**src/rtl/count_disp_pkg.sv**
```systemverilog
// count_disp_pkg: seven-segment codes (active-high, g..a in [6:0]) and digit-select type
// shared by the count display top and its encoder.
package count_disp_pkg;

    localparam logic [6:0] SEG_0     = 7'h3F;
    localparam logic [6:0] SEG_1     = 7'h06;
    localparam logic [6:0] SEG_2     = 7'h5B;
    localparam logic [6:0] SEG_3     = 7'h4F;
    localparam logic [6:0] SEG_4     = 7'h66;
    localparam logic [6:0] SEG_5     = 7'h6D;
    localparam logic [6:0] SEG_6     = 7'h7D;
    localparam logic [6:0] SEG_7     = 7'h07;
    localparam logic [6:0] SEG_8     = 7'h7F;
    localparam logic [6:0] SEG_9     = 7'h6F;
    localparam logic [6:0] SEG_BLANK = 7'h00;

    typedef enum logic {
        DIG_ONES = 1'b0,
        DIG_TENS = 1'b1
    } dig_sel_e;

    function automatic logic [6:0] seg_code(input logic [3:0] d);
        case (d)
            4'd0:    return SEG_0;
            4'd1:    return SEG_1;
            4'd2:    return SEG_2;
            4'd3:    return SEG_3;
            4'd4:    return SEG_4;
            4'd5:    return SEG_5;
            4'd6:    return SEG_6;
            4'd7:    return SEG_7;
            4'd8:    return SEG_8;
            4'd9:    return SEG_9;
            default: return SEG_BLANK;
        endcase
    endfunction

endpackage

```
**src/rtl/seg7_encode.sv**
```systemverilog
// seg7_encode: combinational BCD digit to seven-segment code with selectable polarity.
module seg7_encode
    import count_disp_pkg::*;
#(
    parameter bit ACTIVE_LOW = 1'b1
) (
    input  logic [3:0] digit_i,
    output logic [6:0] seg_o
);

    assign seg_o = ACTIVE_LOW ? ~seg_code(digit_i) : seg_code(digit_i);

endmodule

```
**src/rtl/count_seg_display.sv**
```systemverilog
// count_seg_display: captures a 0-15 count, splits it to tens/ones, drives a muxed two-digit
// seven-segment display and pulses wrap on 15->0. COUNT_DISP_BLANK_EN blanks a leading-zero tens digit.
module count_seg_display
    import count_disp_pkg::*;
#(
    parameter int REFRESH_DIV    = 4,
    parameter bit SEG_ACTIVE_LOW = 1'b1
) (
    input  logic       clk,
    input  logic       rst,
    input  logic [3:0] q_in,
    output logic [6:0] seg,
    output logic [1:0] an,
    output logic       wrap
);

    localparam int            DW       = $clog2(REFRESH_DIV + 1);
    localparam logic [DW-1:0] DIV_LAST = DW'(REFRESH_DIV - 1);
    localparam logic [6:0]    SEG_OFF  = SEG_ACTIVE_LOW ? ~SEG_BLANK : SEG_BLANK;
    localparam logic [1:0]    AN_OFF   = SEG_ACTIVE_LOW ? 2'b11 : 2'b00;

    logic [3:0]    cnt_q, ones_q, ones_d, digit;
    logic          tens_q, prev_valid_q, wrap_q, wrap_d, blank;
    logic [DW-1:0] div_q, div_d;
    dig_sel_e      sel_q, sel_d;
    logic [6:0]    seg_q, seg_d, seg_enc;
    logic [1:0]    an_q, an_d, an_on;

    seg7_encode #(.ACTIVE_LOW(SEG_ACTIVE_LOW)) u_enc (
        .digit_i(digit),
        .seg_o  (seg_enc)
    );

    always_comb begin
        ones_d = cnt_q >= 4'd10 ? cnt_q - 4'd10 : cnt_q;
        wrap_d = prev_valid_q && cnt_q == 4'd15 && q_in == 4'd0;
        div_d  = div_q == DIV_LAST ? '0 : div_q + 1'b1;
        sel_d  = div_q != DIV_LAST ? sel_q : (sel_q == DIG_ONES ? DIG_TENS : DIG_ONES);
        digit  = sel_q == DIG_TENS ? {3'b000, tens_q} : ones_q;
        an_on  = sel_q == DIG_TENS ? 2'b10 : 2'b01;
`ifdef COUNT_DISP_BLANK_EN
        blank  = sel_q == DIG_TENS && !tens_q;
`else
        blank  = 1'b0;
`endif
        seg_d  = blank ? SEG_OFF : seg_enc;
        an_d   = blank ? AN_OFF : (SEG_ACTIVE_LOW ? ~an_on : an_on);
    end

    always_ff @(posedge clk) begin
        if (rst) begin
            cnt_q        <= '0;
            prev_valid_q <= 1'b0;
            wrap_q       <= 1'b0;
            tens_q       <= 1'b0;
            ones_q       <= '0;
            div_q        <= '0;
            sel_q        <= DIG_ONES;
            seg_q        <= SEG_OFF;
            an_q         <= AN_OFF;
        end else begin
            cnt_q        <= q_in;
            prev_valid_q <= 1'b1;
            wrap_q       <= wrap_d;
            tens_q       <= cnt_q >= 4'd10;
            ones_q       <= ones_d;
            div_q        <= div_d;
            sel_q        <= sel_d;
            seg_q        <= seg_d;
            an_q         <= an_d;
        end
    end

    assign seg  = seg_q;
    assign an   = an_q;
    assign wrap = wrap_q;

endmodule

```
**config.mk**
```make
export PLATFORM = sky130hd
export DESIGN_NAME = count_seg_display
export DESIGN_NICKNAME = d
export VERILOG_FILES = /design/src/rtl/count_disp_pkg.sv /design/src/rtl/seg7_encode.sv /design/src/rtl/count_seg_display.sv
export SDC_FILE = /design/constraint.sdc
export NUM_CORES = 1
export LEC_CHECK = 0
export BUFFER_PORTS_ARGS = -buffer_cell sky130_fd_sc_hd__buf_2
export CORE_MARGIN = 8
export CORE_UTILIZATION = 40
export DETAILED_ROUTE_END_ITERATION = 10
export SYNTH_ARGS = -nofsm -noshare
export SYNTH_HDL_FRONTEND = slang
export SYNTH_SLANG_ARGS = --single-unit
```
**constraint.sdc**
```tcl
create_clock -name clk -period 1.8 [get_ports clk]
set_input_delay 0.09 -clock clk [delete_from_list [all_inputs] [get_ports clk]]
set_output_delay 0.09 -clock clk [all_outputs]
set_load 0.02 [all_outputs]
```
# Word-level counts from Yosys, hierarchy flattened
# Memory sizes are Yosys's and may differ from the RTL's.
# Index checks and enable logic that the tools add are counted.
[word_totals]
output_inout_bits = 10
mem_count = 1
wordCells = 27
reg_bits = 24
inputBits = 6
mem_bits_ro = 112
[memory_table]
columns = ["name", "words", "word_bits", "read_ports", "rd_clocked_by_memory_dff", "wr", "line", "rtl"]
rows = [
  ["(name not given)", 16, 7, 1, 0, 0, "count_disp_pkg.sv:23", "case (d)"],
]
[classes]
n_mux = 5
add_sub_neg = 2
n_reduce_logical = 4
n_eq_ne = 3
order_cmp = 1
bitwise_logic = 2
[op_table]
columns = ["operator", "n"]
rows = [
  ["2-to-1 mux 4 bit", 2],
  ["NOT 7 bit", 1],
  ["equality test 4 bit, second input constant", 1],
  ["greater-or-equal comparator 4 bit, second input constant", 1],
  ["zero test 4 bit", 1],
  ["subtractor 4 bit, second input constant", 1],
  ["adder 3 x 1 -> 3 bit, second input constant", 1],
  ["equality test 3 x 2 -> 1 bit, second input constant", 1],
  ["!= test 3 x 2 -> 1 bit, second input constant", 1],
  ["logical AND 1 bit", 2],
  ["2-to-1 mux 1 bit", 2],
  ["2-to-1 mux 2 bit", 1],
  ["NOT 2 bit", 1],
  ["OR reduction 2 bit", 1],
]

# Longest topological paths before layout
# Gate-level depths: netlist of the first run.
[logic_depth]
word_depth = 3
depth_mapped = 7
ltp_nobuf = 6

# Hierarchy
# A second synthesis of the first run with hierarchy kept.
[unflattened]
cells_unflattened = 96
hier_area_um2 = 991.0
[by_module_without_submodules]
columns = ["mod", "area_each_um2", "instances", "cells_per_inst", "seq_area_each_um2"]
rows = [
  ["count_seg_display", 800.8, 1, 68, 480.5],
  ["seg7_encode", 190.2, 1, 28, 0.0],
]

# Worst setup path after synthesis of the first run
# No wires, ideal clock.
[synth_path]
path_kind = "register to register"
startpoint = "register sel_q"
endpoint = "register seg_q[0] (netlist: seg[0])"
t_arrival_ns = 1.464
setup_time_ns = 0.133
path_buffers = 1
path_stages_with_launch = 8
path_slack_ns = 0.203
period_less_slack_ns = 1.597
path_cell_list = "dfxtp_1 > buf_2 > mux2i_1 > inv_1 > ha_1 > and2b_1 > a21oi_1 > o211ai_1"
[synth_between]
elab_chain_len = 3
[synth_rtl]
columns = ["item", "line", "rtl"]
rows = [
  ["start: declaration", "count_seg_display.sv:25", "dig_sel_e sel_q, sel_d;"],
  ["start signal: assignment", "count_seg_display.sv:68", "sel_q <= sel_d;"],
  ["2-to-1 mux 4 bit", "count_seg_display.sv:39", "digit = sel_q == DIG_TENS ? {3'b000, tens_q} : ones_q;"],
  ["memory (16 x 7 bit)", "-", ""],
  ["NOT 7 bit", "seg7_encode.sv:11", "assign seg_o = ACTIVE_LOW ? ~seg_code(digit_i) : seg_code(digit_i);"],
  ["end signal: assignment", "count_seg_display.sv:69", "seg_q <= seg_d;"],
  ["end: declaration", "count_seg_display.sv:26", "logic [6:0] seg_q, seg_d, seg_enc;"],
]
# Every way passes these cells.
# A chain may end at the register's enable or synchronous reset.

# Worst setup path after layout of the first run
[layout_path]
startpoint = "register sel_q"
endpoint = "register seg_q[3] (netlist: seg[3])"
# The elaborated chain is that of the path after synthesis.

==> results of run 1 <==
-- cell usage after synthesis (all sizes together) --
master / number
a211oi: 1
a21oi: 4
a31oi: 1
a32oi: 1
and2b: 1
and3: 1
buf: 3
clkbuf: 1
dfxtp: 24
ha: 8
inv: 9
mux2: 1
mux2i: 1
nand2: 8
nor2: 7
nor2b: 7
nor3: 2
nor3b: 3
nor4: 1
o211a: 1
o211ai: 2
o21ai: 2
o21bai: 1
o221ai: 1
o22ai: 1
or2: 1
xnor2: 2
-- stage by stage --
| stage | total power, W | util | area [um^2] | instances | setup slack, ns |
|---|---|---|---|---|---|
| global route | 0.00118 | 0.517 | 1150 | 144 | 0.125 |
| detailed placement | 0.000744 | 0.475 | 1060 | 136 | 0.266 |
| floorplan | 0.000703 | - | 961 | 95 | 0.203 |
| global placement | 0.000742 | 0.475 | 1060 | 136 | 0.310 |
| CTS | 0.00114 | 0.512 | 1140 | 143 | 0.244 |
| finish | 0.00111 | 0.517 | 1150 | 144 | 0.279 |
-- sequential cells by signal (all words and copies together), names as in the netlist --
signal,flops
cnt_q,4
seg,7
div_q,3
an,2
sel_q,1
wrap,1
prev_valid_q,1
ones_q,4
tens_q,1
-- cell families (layout without fill, tap and decap cells) --
logic type | Yosys count | after routing | synth area share
compound gates | 15 | 15 | 0.126
flops | 24 | 24 | 0.500
mux | 2 | 2 | 0.0221
fa+ha+maj | 8 | 8 | 0.104
xor+xnor | 2 | 2 | 0.0182
buf+inv | 13 | 34 | 0.0612
simple gates | 31 | 31 | 0.168
-- per-layer routing --
| metal | part of all wire | vias up | track usage |
|---|---|---|---|
| li1 | - | 359 | - |
| met1 | 0.40 | 315 | 0.0772 |
| met2 | 0.50 | 14 | 0.144 |
| met3 | 0.079 | 2 | 0.0344 |
| met4 | 0.010 | 0 | 0.0490 |
| met5 | 0 | - | 0 |
-- area by class of cell --
type,count,area (um^2),share of cell area
flip-flops and latches,24,480,0.416
multi-input cells,58,422,0.366
repair buffers,21,130,0.113
well taps,28,35.0,0.0304
inverters,9,33.8,0.0293
clock inverters,1,30.0,0.0260
clock buffers,3,22.5,0.0195
-- cell usage in the layout (no fill, tap or decap), types with 2 or more instances in the layout --
| cell type | n |
|---|---|
| dfxtp_1 | 24 |
| buf_2 | 15 |
| inv_1 | 8 |
| nand2_1 | 8 |
| ha_1 | 8 |
| nor2b_1 | 7 |
| nor2_1 | 7 |
| a21oi_1 | 4 |
| dlygate4sd3_1 | 4 |
| nor3b_1 | 3 |
| clkbuf_4 | 3 |
| nor3_1 | 2 |
| xnor2_1 | 2 |
| o21ai_1 | 2 |
| o211ai_1 | 2 |
| buf_4 | 2 |
-- worst min path at each step --
stage,end,slack (ns)
after global placement,cnt_q[3]$_SDFF_PP0_,0.32
final,ones_q[1]$_SDFF_PP0_,0.13
after global routing,cnt_q[2]$_SDFF_PP0_,0.12
after floorplan,cnt_q[3]$_SDFF_PP0_,0.16
after detailed placement,cnt_q[1]$_SDFF_PP0_,0.33
after CTS,cnt_q[3]$_SDFF_PP0_,0.002
-- report_power, final --
part	internal [W]	leakage, nW	total, W	switching [W]
registers	0.000568	0.199	0.000586	0.0000180
logic	0.0000673	0.274	0.000149	0.0000821
clock network	0.000225	0.0279	0.000377	0.000152
-- what timing repair did --
| item | 4_1_cts | 5_1_grt |
|---|---|---|
| hold buffers | 3 | 1 |
| resized for setup | 0 | 0 |
| endpoints found under the hold margin | 3 | 1 |
==> summary.md, run 1 <==
| Metric | Value |
|---|---|
| Total standard cell area after synthesis | 961 um^2 |
| Synth Warn # | 0 |
| Endpoint of the worst-slack reg-to-reg timing path | seg[3]$_SDFF_PP1_ |
| Cell depth of the worst flop-to-flop path | 7 |
| CP Data Arrival Time | 1.71 ns |
| Number of slew-limit violations in the final report | 0 |
| Classification of the worst setup path | reg -> reg |
| Ratio of cells with drive above 1 in the final layout | 0.224 |
| Min Clock Period, post-route | 1.52 ns |
| Aggregate global-route resource usage | 0.0815 |
| Fin crit share | 0.845 |
| Inserted Clock Buffers | 3 |
| Max-capacitance violation count | 0 |
| Number of nets still failing antenna checks after routing | 0 |
| Worst-path clk slew | 0.13 ns |
| Cell row count | 17 |
| Clock tree from TritonCTS | done |
| Unique masters post-synth | 29 |
| Longest Clk Path Bufs | 2 |
| Reg-to-reg slack, setup | 0.28 ns |
| Detailed placement HPWL | 1190 um |
| Antenna violations before repair | 0 |
| Total wirelength of the detailed-routed design | 1550 um |
| Effective utilization at floorplan | 0.430 |
| Result of the run | completed |
| Post-detailed-route wirelength per cell | 10.8 um |
| Clock Sinks | 24 |
| CTS H-tree depth | 1 |
| Global-route congestion overflow total | 0 |
| Power density normalized to cell area | 965 nW/um^2 |
| Required time worst endpoint | 1.99 ns |
| Total iterations of the first detailed-routing run | 3 |
| Cell at the root of the clock tree | clkbuf_4 |
| GP Congestion | 0.810 |
| Setup skew after layout | 0.00234 ns |
| Die footprint | 4230 um^2 |
| Global-route wire length before repair | 2740 um |
| Source-to-sink clock delay at the later pin of the worst-skew pair | 0.30 ns |
| I/O pin total | 16 |
| Average instance area after synthesis | 10.1 um^2 |
| Horizontal die dimension | 65.0 um |
| Total setup violations reported at the end of the flow | 0 |
| P&R area growth vs syn | 20.1% |
| Final-layout setup total negative slack | 0 ns |
| Type of the worst min-delay path | in -> reg |
| Crit start category | register |
| Maximum number of pins on one net before global-route repair | 16 |
| Vias in the first global route | 702 |
| Pleak | 0.501 nW |
| Buffers plus inverters on the worst setup path | 2 |
| Least-Margin Pin Slew | 0.387 ns |
| Drc violations | 0 |
| Via count | 690 |
| Library cell contributing the largest single delay on the critical path | dfxtp_1 |
| Die Y-Extent | 65.0 um |
| Worst-path cell chain | buf_4 -> nor2b_1 -> inv_1 -> ha_1 -> and2b_1 -> a21oi_1 -> o211ai_1 |
| Setup repair after global routing missed its margin | false |
| Biggest fanout along the worst timing path | 8 |
| Area share of the largest cell type after synthesis | 0.500 |
| Worst hold path startpoint | rst |
| Critical path capture point | seg[3]$_SDFF_PP1_ |
| Number of port buffers | 15 |
| Final antenna diode count | 0 |
| Relative slew margins | 0.742 |
| Worst-case vdd ir drop | 0.000520 V |
| Net count of the finished layout | 131 |
| Sequential element share of the synthesized area | 0.500 |
| FF+latch count, synth | 24 |
| Startpoint of the most critical setup path | sel_q$_SDFFE_PP0N_ |
| Number of hold violations in the final report | 0 |
| Cell types with the largest area share after synthesis | dfxtp_1 (50%), ha_1 (10%), nor2b_1 (4.6%) |
| Post-DR vias/cell | 4.79 |
| Number of cells produced by synthesis | 95 |
| Startpoint of the most critical register-to-register path | sel_q$_SDFFE_PP0N_ |
| Number of fillers in the final layout | 215 |
| Post CTS Setup Buffer Count | 0 |
| Largest incremental delay on the critical path | 0.34 ns |
| First DRT Iteration DRCs | 11 |
| Synthesized netlist net count | 109 |
| Cell family contributing the most delay on the critical path | simple AND/OR/NAND/NOR gates |
| Worst setup EP type | register |
| Leading area contributor after synthesis | dfxtp_1 |
| Levels on crit path | 7 |
| Maximum frequency from static timing analysis | 0.657 GHz |
| Hold depth | 2 |
| Hold WS | 0.126 ns |
| Area of the placeable core | 2230 um^2 |
(Power assumes the default switching activity.)
==> run 2: changes to the inputs <==
--- a/config.mk
+++ b/config.mk
@@ -5,6 +5,7 @@
 export SDC_FILE = /design/constraint.sdc
 export NUM_CORES = 1
 export LEC_CHECK = 0
+export ABC_AREA = 1
 export BUFFER_PORTS_ARGS = -buffer_cell sky130_fd_sc_hd__buf_2
 export CORE_MARGIN = 8
 export CORE_UTILIZATION = 40
==> constraint.sdc (replaced) <==
create_clock -name clk -period 1.4 [get_ports clk]
set_input_delay 0.07 -clock clk [delete_from_list [all_inputs] [get_ports clk]]
set_output_delay 0.07 -clock clk [all_outputs]
set_load 0.02 [all_outputs]
==> summary.md, run 2 <==
| Metric | Value |
|---|---|
| Type of the worst min-delay path | in -> reg |
| Sequential element share of the synthesized area | 0.480 (-0.0200) |
| Number of slew-limit violations in the final report | 0 (unchanged) |
| Drc violations | 0 (unchanged) |
| Final antenna diode count | 0 (unchanged) |
| Total setup violations reported at the end of the flow | 0 (unchanged) |
| First DRT Iteration DRCs | 11 (unchanged) |
| Clock tree from TritonCTS | done |
| Max FFs per register | 7 (unchanged) |
| Biggest fanout along the worst timing path | 4 (-4) |
| Maximum frequency from static timing analysis | 0.784 GHz (+19%) |
| Hold WS | 0.119 ns (-0.00729 ns) |
| GP Congestion | 0.820 (+1.2%) |
| Async set or reset register ratio after synthesis | 0 (unchanged) |
| Cell types with the largest area share after synthesis | dfxtp_1 (48%), ha_1 (10%), inv_1 (7.5%) |
| Largest incremental delay on the critical path | 0.38 ns (+0.04 ns) |
| Most frequent cell after synthesis | dfxtp_1 |
| Effective utilization at floorplan | 0.412 (-0.0187) |
| Crit start category | register |
| Cell family contributing the most delay on the critical path | flip-flops |
| Buffers plus inverters on the worst setup path | 3 (+1) |
| Ratio of cells with drive above 1 in the final layout | 0.270 (+0.0459) |
| Library cell contributing the largest single delay on the critical path | dfxtp_4 |
| Result of the run | completed |
| Fin crit share | 0.911 (+0.0664) |
| Switching power share of the total | 0.256 (+0.0291) |
| Detailed placement HPWL | 1250 um (+5.4%) |
| CP Data Arrival Time | 1.50 ns (-0.21 ns) |
| Source-to-sink clock delay at the later pin of the worst-skew pair | 0.32 ns (+0.02 ns) |
| CTS H-tree depth | 1 (unchanged) |
| Synthesized netlist net count | 127 (+17%) |
| Inserted Clock Buffers | 3 (unchanged) |
| Final-layout setup total negative slack | 0 ns (unchanged) |
| Number of hold violations in the final report | 0 (unchanged) |
| Die Y-Extent | 66.0 um (+1.6%) |
| Synth Warn # | 0 (unchanged) |
| Setup repair after global routing missed its margin | false |
| Min Clock Period, post-route | 1.28 ns (-0.245 ns) |
| Cell row count | 18 (+1) |
| Number of port buffers | 15 (unchanged) |
| Unique masters post-synth | 23 (-21%) |
| Most used flip-flop cell after synthesis | dfxtp_1 |
| Global-route congestion overflow total | 0 (unchanged) |
| Worst-path clk slew | 0.13 ns (about the same) |
| Post-synth EDFFs | 0 (unchanged) |
| Total iterations of the first detailed-routing run | 3 (unchanged) |
| Via count | 738 (+7.0%) |
| Sequential group share of total power | 0.503 (-0.024) |
| Power density normalized to cell area | 1260 nW/um^2 (+30%) |
| Classification of the worst setup path | reg -> reg |
| Switching Power | 0.000390 W (+55%) |
| Highest-count cells in the layout ignoring fill and taps | dfxtp_1 (23), inv_1 (20), nand2_1 (18) |
| Total standard cell area after synthesis | 1000 um^2 (+4.2%) |
| Worst-path cell chain | inv_4 -> nand2_1 -> nand2_2 -> inv_1 -> ha_1 -> inv_1 -> nand2_2 -> nand3_1 -> nand2_1 |
| Number of nets still failing antenna checks after routing | 0 (unchanged) |
| Total wirelength of the detailed-routed design | 1630 um (+4.7%) |
| Vias in the first global route | 753 (+7.3%) |
| Total area of multi-input combinational cells | 424 um^2 (+0.59%) |
| Internal power contribution | 0.00113 W (+32%) |
| Number of fillers in the final layout | 240 (+12%) |
| Horizontal die dimension | 66.0 um (+1.6%) |
| Average instance area after synthesis | 8.86 um^2 (-12%) |
| Area of the placeable core | 2430 um^2 (+8.9%) |
| Max-capacitance violation count | 0 (unchanged) |
| Number of cells produced by synthesis | 113 (+19%) |
| Pleak | 0.604 nW (+21%) |
| Clock Sinks | 24 (unchanged) |
| Aggregate global-route resource usage | 0.0895 (+0.00794) |
| Antenna violations before repair | 0 (unchanged) |
| I/O pin total | 16 (unchanged) |
| Area share of the largest cell type after synthesis | 0.480 (-0.0200) |
| Sequential cell area | 484 um^2 (+0.78%) |
| Post-detailed-route wirelength per cell | 9.74 um (-9.7%) |
| Maximum number of pins on one net before global-route repair | 15 (-1) |
| Share of power burned in combinational logic | 0.172 (+0.038) |
| Die footprint | 4360 um^2 (+3.1%) |
| Worst setup EP type | register |
| Relative slew margins | 0.763 (+0.0216) |
| FF+latch count, synth | 24 (unchanged) |
| Leading area contributor after synthesis | dfxtp_1 |
| Global-route wire length before repair | 2990 um (+9.1%) |
| Worst-case vdd ir drop | 0.00131 V (+150%) |
| Net count of the finished layout | 152 (+16%) |
| Clock Power Share | 0.325 (-0.014) |
| Post-DR vias/cell | 4.42 (-7.8%) |
| Most common cell after layout, fill and taps aside | dfxtp_1 |
| Setup skew after layout | 0.00708 ns (+0.00474 ns) |
| Cell at the root of the clock tree | clkbuf_4 |
| Longest Clk Path Bufs | 2 (unchanged) |
| P&R area growth vs syn | 21.2% |
| Required time worst endpoint | 1.62 ns (-0.37 ns) |
| Least-Margin Pin Slew | 0.355 ns (-0.0318 ns) |
| Cell types with the highest counts after synthesis | dfxtp_1 (24), inv_1 (20), nand2_1 (19), nor2_1 (13), ha_1 (8) |
[run 2: worst paths after layout]
path	slack [ns]	cells after the start	endpoint	from
setup / recovery	0.12	9	seg[3]$_SDFF_PP1_	sel_q$_SDFFE_PP0N_
setup reg to reg	0.12	9	seg[3]$_SDFF_PP1_	sel_q$_SDFFE_PP0N_
hold reg to reg	0.43	1	div_q[0]$_SDFF_PP0_	div_q[0]$_SDFF_PP0_
hold / removal	0.12	2	cnt_q[3]$_SDFF_PP0_	rst
[run 2: cells by family after synthesis]
group	synth area share
adder cells (fa/ha/maj)	0.100
buffers and inverters	0.0987
AND/OR/NAND/NOR	0.289
flip-flops	0.480
AO/OA/AOI/OAI	0.0325
[run 2: worst reg2reg max path, cell delays in order, from the launching register on]
cell and delay (ns):
dfxtp_4 0.38, inv_4 0.06, nand2_1 0.07, nand2_2 0.09, inv_1 0.08, ha_1 0.29, inv_1 0.07, nand2_2 0.05
nand3_1 0.06, nand2_1 0.05
[run 2: power by group through the flow]
stage / Combinational [W] / Sequential, W / Clock [W]
final: 0.000262 / 0.000767 / 0.000496
after global routing: 0.000296 / 0.000774 / 0.000561
after global placement: 0.000243 / 0.000780 / 0
after CTS: 0.000257 / 0.000766 / 0.000514
after floorplan: 0.000147 / 0.000815 / 0
after detailed placement: 0.000248 / 0.000782 / 0
[run 2: final cells by class]
class / instances / area share
sequential: 24 / 0.399
clock inverter: 1 / 0.0247
inverter: 22 / 0.0701
multi-input combinational: 66 / 0.349
tap: 30 / 0.0309
timing repair buffer: 21 / 0.107
clock buffer: 3 / 0.0186
[run 2: routing by layer]
layer	GRT usage	up-vias	part of all wire
li1	-	390	-
met1	0.0737	327	0.36
met2	0.173	16	0.53
met3	0.0441	5	0.084
met4	0.0400	0	0.018
met5	0	-	0
[run 2: per-stage QoR]
stage / utilization / area (um^2) / std cells / power [W] / worst slack [ns]
2_1_floorplan: - / 1000 / 113 / 0.000962 / 0.115
3_3_place_gp: 0.455 / 1110 / 158 / 0.00102 / 0.112
3_5_place_dp: 0.455 / 1110 / 158 / 0.00103 / 0.0555
4_1_cts: 0.493 / 1200 / 166 / 0.00154 / 0.0290
5_1_grt: 0.499 / 1210 / 167 / 0.00163 / 0.00502
6_report: 0.499 / 1210 / 167 / 0.00152 / 0.124
[run 2: repair_timing]
item / 4_1_cts / 5_1_grt
buffers inserted: 0 / 1
hold endpoints to repair: 5 / 0
hold buffers: 4 / 0
gates resized for setup: 0 / 3
endpoints found under the setup margin: 0 / 4
==> run 3: changes to the inputs <==
--- a/config.mk
+++ b/config.mk
@@ -5,8 +5,8 @@
 export SDC_FILE = /design/constraint.sdc
 export NUM_CORES = 1
 export LEC_CHECK = 0
-export ABC_AREA = 1
 export BUFFER_PORTS_ARGS = -buffer_cell sky130_fd_sc_hd__buf_2
+export CAP_MARGIN = 20
 export CORE_MARGIN = 8
 export CORE_UTILIZATION = 40
 export DETAILED_ROUTE_END_ITERATION = 10
==> summary.md, run 3 (synthesis gave the netlist of run 1 again) <==
| Metric | Value |
|---|---|
| Worst setup EP type | register |
| Aggregate global-route resource usage | 0.0855 (-0.00399) |
| Antenna violations before repair | 0 (unchanged) |
| Min Clock Period, post-route | 1.40 ns (+0.127 ns) |
| Worst path setup slack after routing | -0.00352 ns (-0.127 ns) |
| Cell depth of the worst flop-to-flop path | 6 (-3) |
| Horizontal die dimension | 65.0 um (-1.5%) |
| Highest-count cells in the layout ignoring fill and taps | dfxtp_1 (23), buf_2 (15), nand2_1 (8) |
| Startpoint of the most critical register-to-register path | sel_q$_SDFFE_PP0N_ |
| Detailed placement HPWL | 1240 um (-1.5%) |
| Post-detailed-route wirelength per cell | 11.2 um (+15%) |
| Effective utilization at floorplan | 0.430 (+0.0187) |
| Classification of the worst setup path | reg -> reg |
| Source-to-sink clock delay at the later pin of the worst-skew pair | 0.31 ns (about the same) |
| Number of fillers in the final layout | 210 (-13%) |
| Fin crit share | 1.00 (+0.0910) |
| Die footprint | 4230 um^2 (-3.0%) |
| Max FFs per register | 7 (unchanged) |
| Die Y-Extent | 65.0 um (-1.5%) |
| Result of the run | finished, violations left |
| Post-layout utilization of the core | 0.530 (+0.0310) |
| First DRT Iteration DRCs | 7 (-4) |
| I/O pin total | 16 (unchanged) |
| Number of port buffers | 15 (unchanged) |
| CP Data Arrival Time | 1.59 ns (+0.09 ns) |
| Via count | 683 (-7.5%) |
| Worst hold path startpoint | rst |
| Ratio of cells with drive above 1 in the final layout | 0.294 (+0.0240) |
| Relative slew margins | 0.742 (-0.0215) |
| Placed cells | 139 (-12%) |
| Global-route wire length before repair | 2900 um (-3.0%) |
| Max-capacitance violation count | 0 (unchanged) |
| Endpoint of the worst-slack reg-to-reg timing path | seg[3]$_SDFF_PP1_ |
| Maximum frequency from static timing analysis | 0.712 GHz (-9.1%) |
| Critical path capture point | seg[3]$_SDFF_PP1_ |
| Startpoint of the most critical setup path | sel_q$_SDFFE_PP0N_ |
| Net count of the finished layout | 134 (-12%) |
| Maximum number of pins on one net before global-route repair | 16 (+1) |
| Worst-case vdd ir drop | 0.000668 V (-49%) |
| GP Congestion | 0.812 (-1.0%) |
| Inserted Clock Buffers | 3 (unchanged) |
| Power density normalized to cell area | 1120 nW/um^2 (-11%) |
| Number of hold violations in the final report | 0 (unchanged) |
| Required time worst endpoint | 1.59 ns (-0.03 ns) |
| Worst-path cell chain | mux2i_4 -> inv_2 -> ha_2 -> and2b_1 -> a21oi_1 -> o211ai_1 |
| Drc violations | 0 (unchanged) |
| Number of nets still failing antenna checks after routing | 0 (unchanged) |
| Total setup violations reported at the end of the flow | 1 (+1) |
| Final-layout setup total negative slack | -0.00352 ns (-0.00352 ns) |
| P&R area growth vs syn | 23.2% |
| Vias in the first global route | 683 (-9.3%) |
| Global-route congestion overflow total | 0 (unchanged) |
| Post-DR vias/cell | 4.65 (+5.1%) |
| Area of the placeable core | 2230 um^2 (-8.2%) |
| Pleak | 0.507 nW (-16%) |
| Most common cell after layout, fill and taps aside | dfxtp_1 |
| CTS H-tree depth | 1 (unchanged) |
| Setup skew after layout | 0.00813 ns (+0.00105 ns) |
| Cell at the root of the clock tree | clkbuf_4 |
| Cell row count | 17 (-1) |
| Number of slew-limit violations in the final report | 0 (unchanged) |
| Least-Margin Pin Slew | 0.386 ns (+0.0317 ns) |
| Number of standard cells in the layout, taps in and fillers out | 147 (-12%) |
| Biggest fanout along the worst timing path | 4 (unchanged) |
| Total wirelength of the detailed-routed design | 1640 um (+0.86%) |
| Longest Clk Path Bufs | 2 (unchanged) |
| Clock tree from TritonCTS | done |
| Setup slack at placement | -0.0647 ns (-0.120 ns) |
| Type of the worst min-delay path | in -> reg |
| Worst-path clk slew | 0.13 ns (about the same) |
| Setup repair after global routing missed its margin | true |
| Library cell contributing the largest single delay on the critical path | dfxtp_4 |
| Reg-to-reg slack, setup | -0.004 ns (-0.13 ns) |
| Failing checks | setup timing |
| Clock Sinks | 24 (unchanged) |
| Largest incremental delay on the critical path | 0.40 ns (+0.02 ns) |
| Crit start category | register |
| Total iterations of the first detailed-routing run | 2 (-1) |
| Final antenna diode count | 0 (unchanged) |
run 3: metrics by stage:
stage	power [W]	area (um^2)	hold WS, ns
after global routing	0.00139	1180	0.119
after CTS	0.00133	1180	0.104
final	0.00132	1180	0.110
after detailed placement	0.000971	1100	0.300
after global placement	0.000967	1100	0.301
after floorplan	0.000912	982	0.142
run 3: where the power goes:
group	switching, W	total (W)	internal [W]	leakage, nW
registers	0.0000276	0.000758	0.000731	0.200
clock network	0.000201	0.000360	0.000159	0.0210
logic	0.000107	0.000203	0.0000962	0.286
total	0.000336	0.00132	0.000986	0.507
run 3: critical path, delay by kind of cell, from the launching register on:
family | cells | cell delay (ns)
buf+inv | 1 | 0.06
flops | 1 | 0.40
mux | 1 | 0.28
simple gates | 1 | 0.16
compound gates | 2 | 0.20
fa+ha+maj | 1 | 0.17
run 3: worst min path at each step:
| stage | endpoint | slack, ns | cells past startpoint |
|---|---|---|---|
| global route | cnt_q[1]$_SDFF_PP0_ | 0.12 | 2 |
| global placement | cnt_q[3]$_SDFF_PP0_ | 0.30 | 2 |
| detailed placement | cnt_q[3]$_SDFF_PP0_ | 0.30 | 2 |
| finish | cnt_q[3]$_SDFF_PP0_ | 0.11 | 2 |
| floorplan | cnt_q[3]$_SDFF_PP0_ | 0.14 | 1 |
| CTS | cnt_q[3]$_SDFF_PP0_ | 0.10 | 2 |
run 3: per-layer routing:
layer  vias to the layer above  share of wire  track usage  wire [um]
met2                        12           0.46        0.143        759
met1                       304           0.46       0.0893        756
li1                        365              -            -          -
met4                         0         0.0085       0.0490         14
met3                         2          0.066       0.0344        109
met5                         -              0            0          0
run 3: area by class of cell:
type | instances | area (um^2) | area share
well taps | 28 | 35.0 | 0.0296
repair buffers | 24 | 153 | 0.129
multi-input cells | 58 | 442 | 0.373
inverters | 9 | 33.8 | 0.0285
clock buffers | 4 | 36.3 | 0.0307
flip-flops and latches | 24 | 484 | 0.409
run 3: repair_timing:
item,4_1_cts,5_1_grt
gates resized for setup,3,1
endpoints found under the hold margin,4,0
setup buffers,0,0
hold buffers,4,0
setup endpoints to repair,5,5
pin swaps,0,1
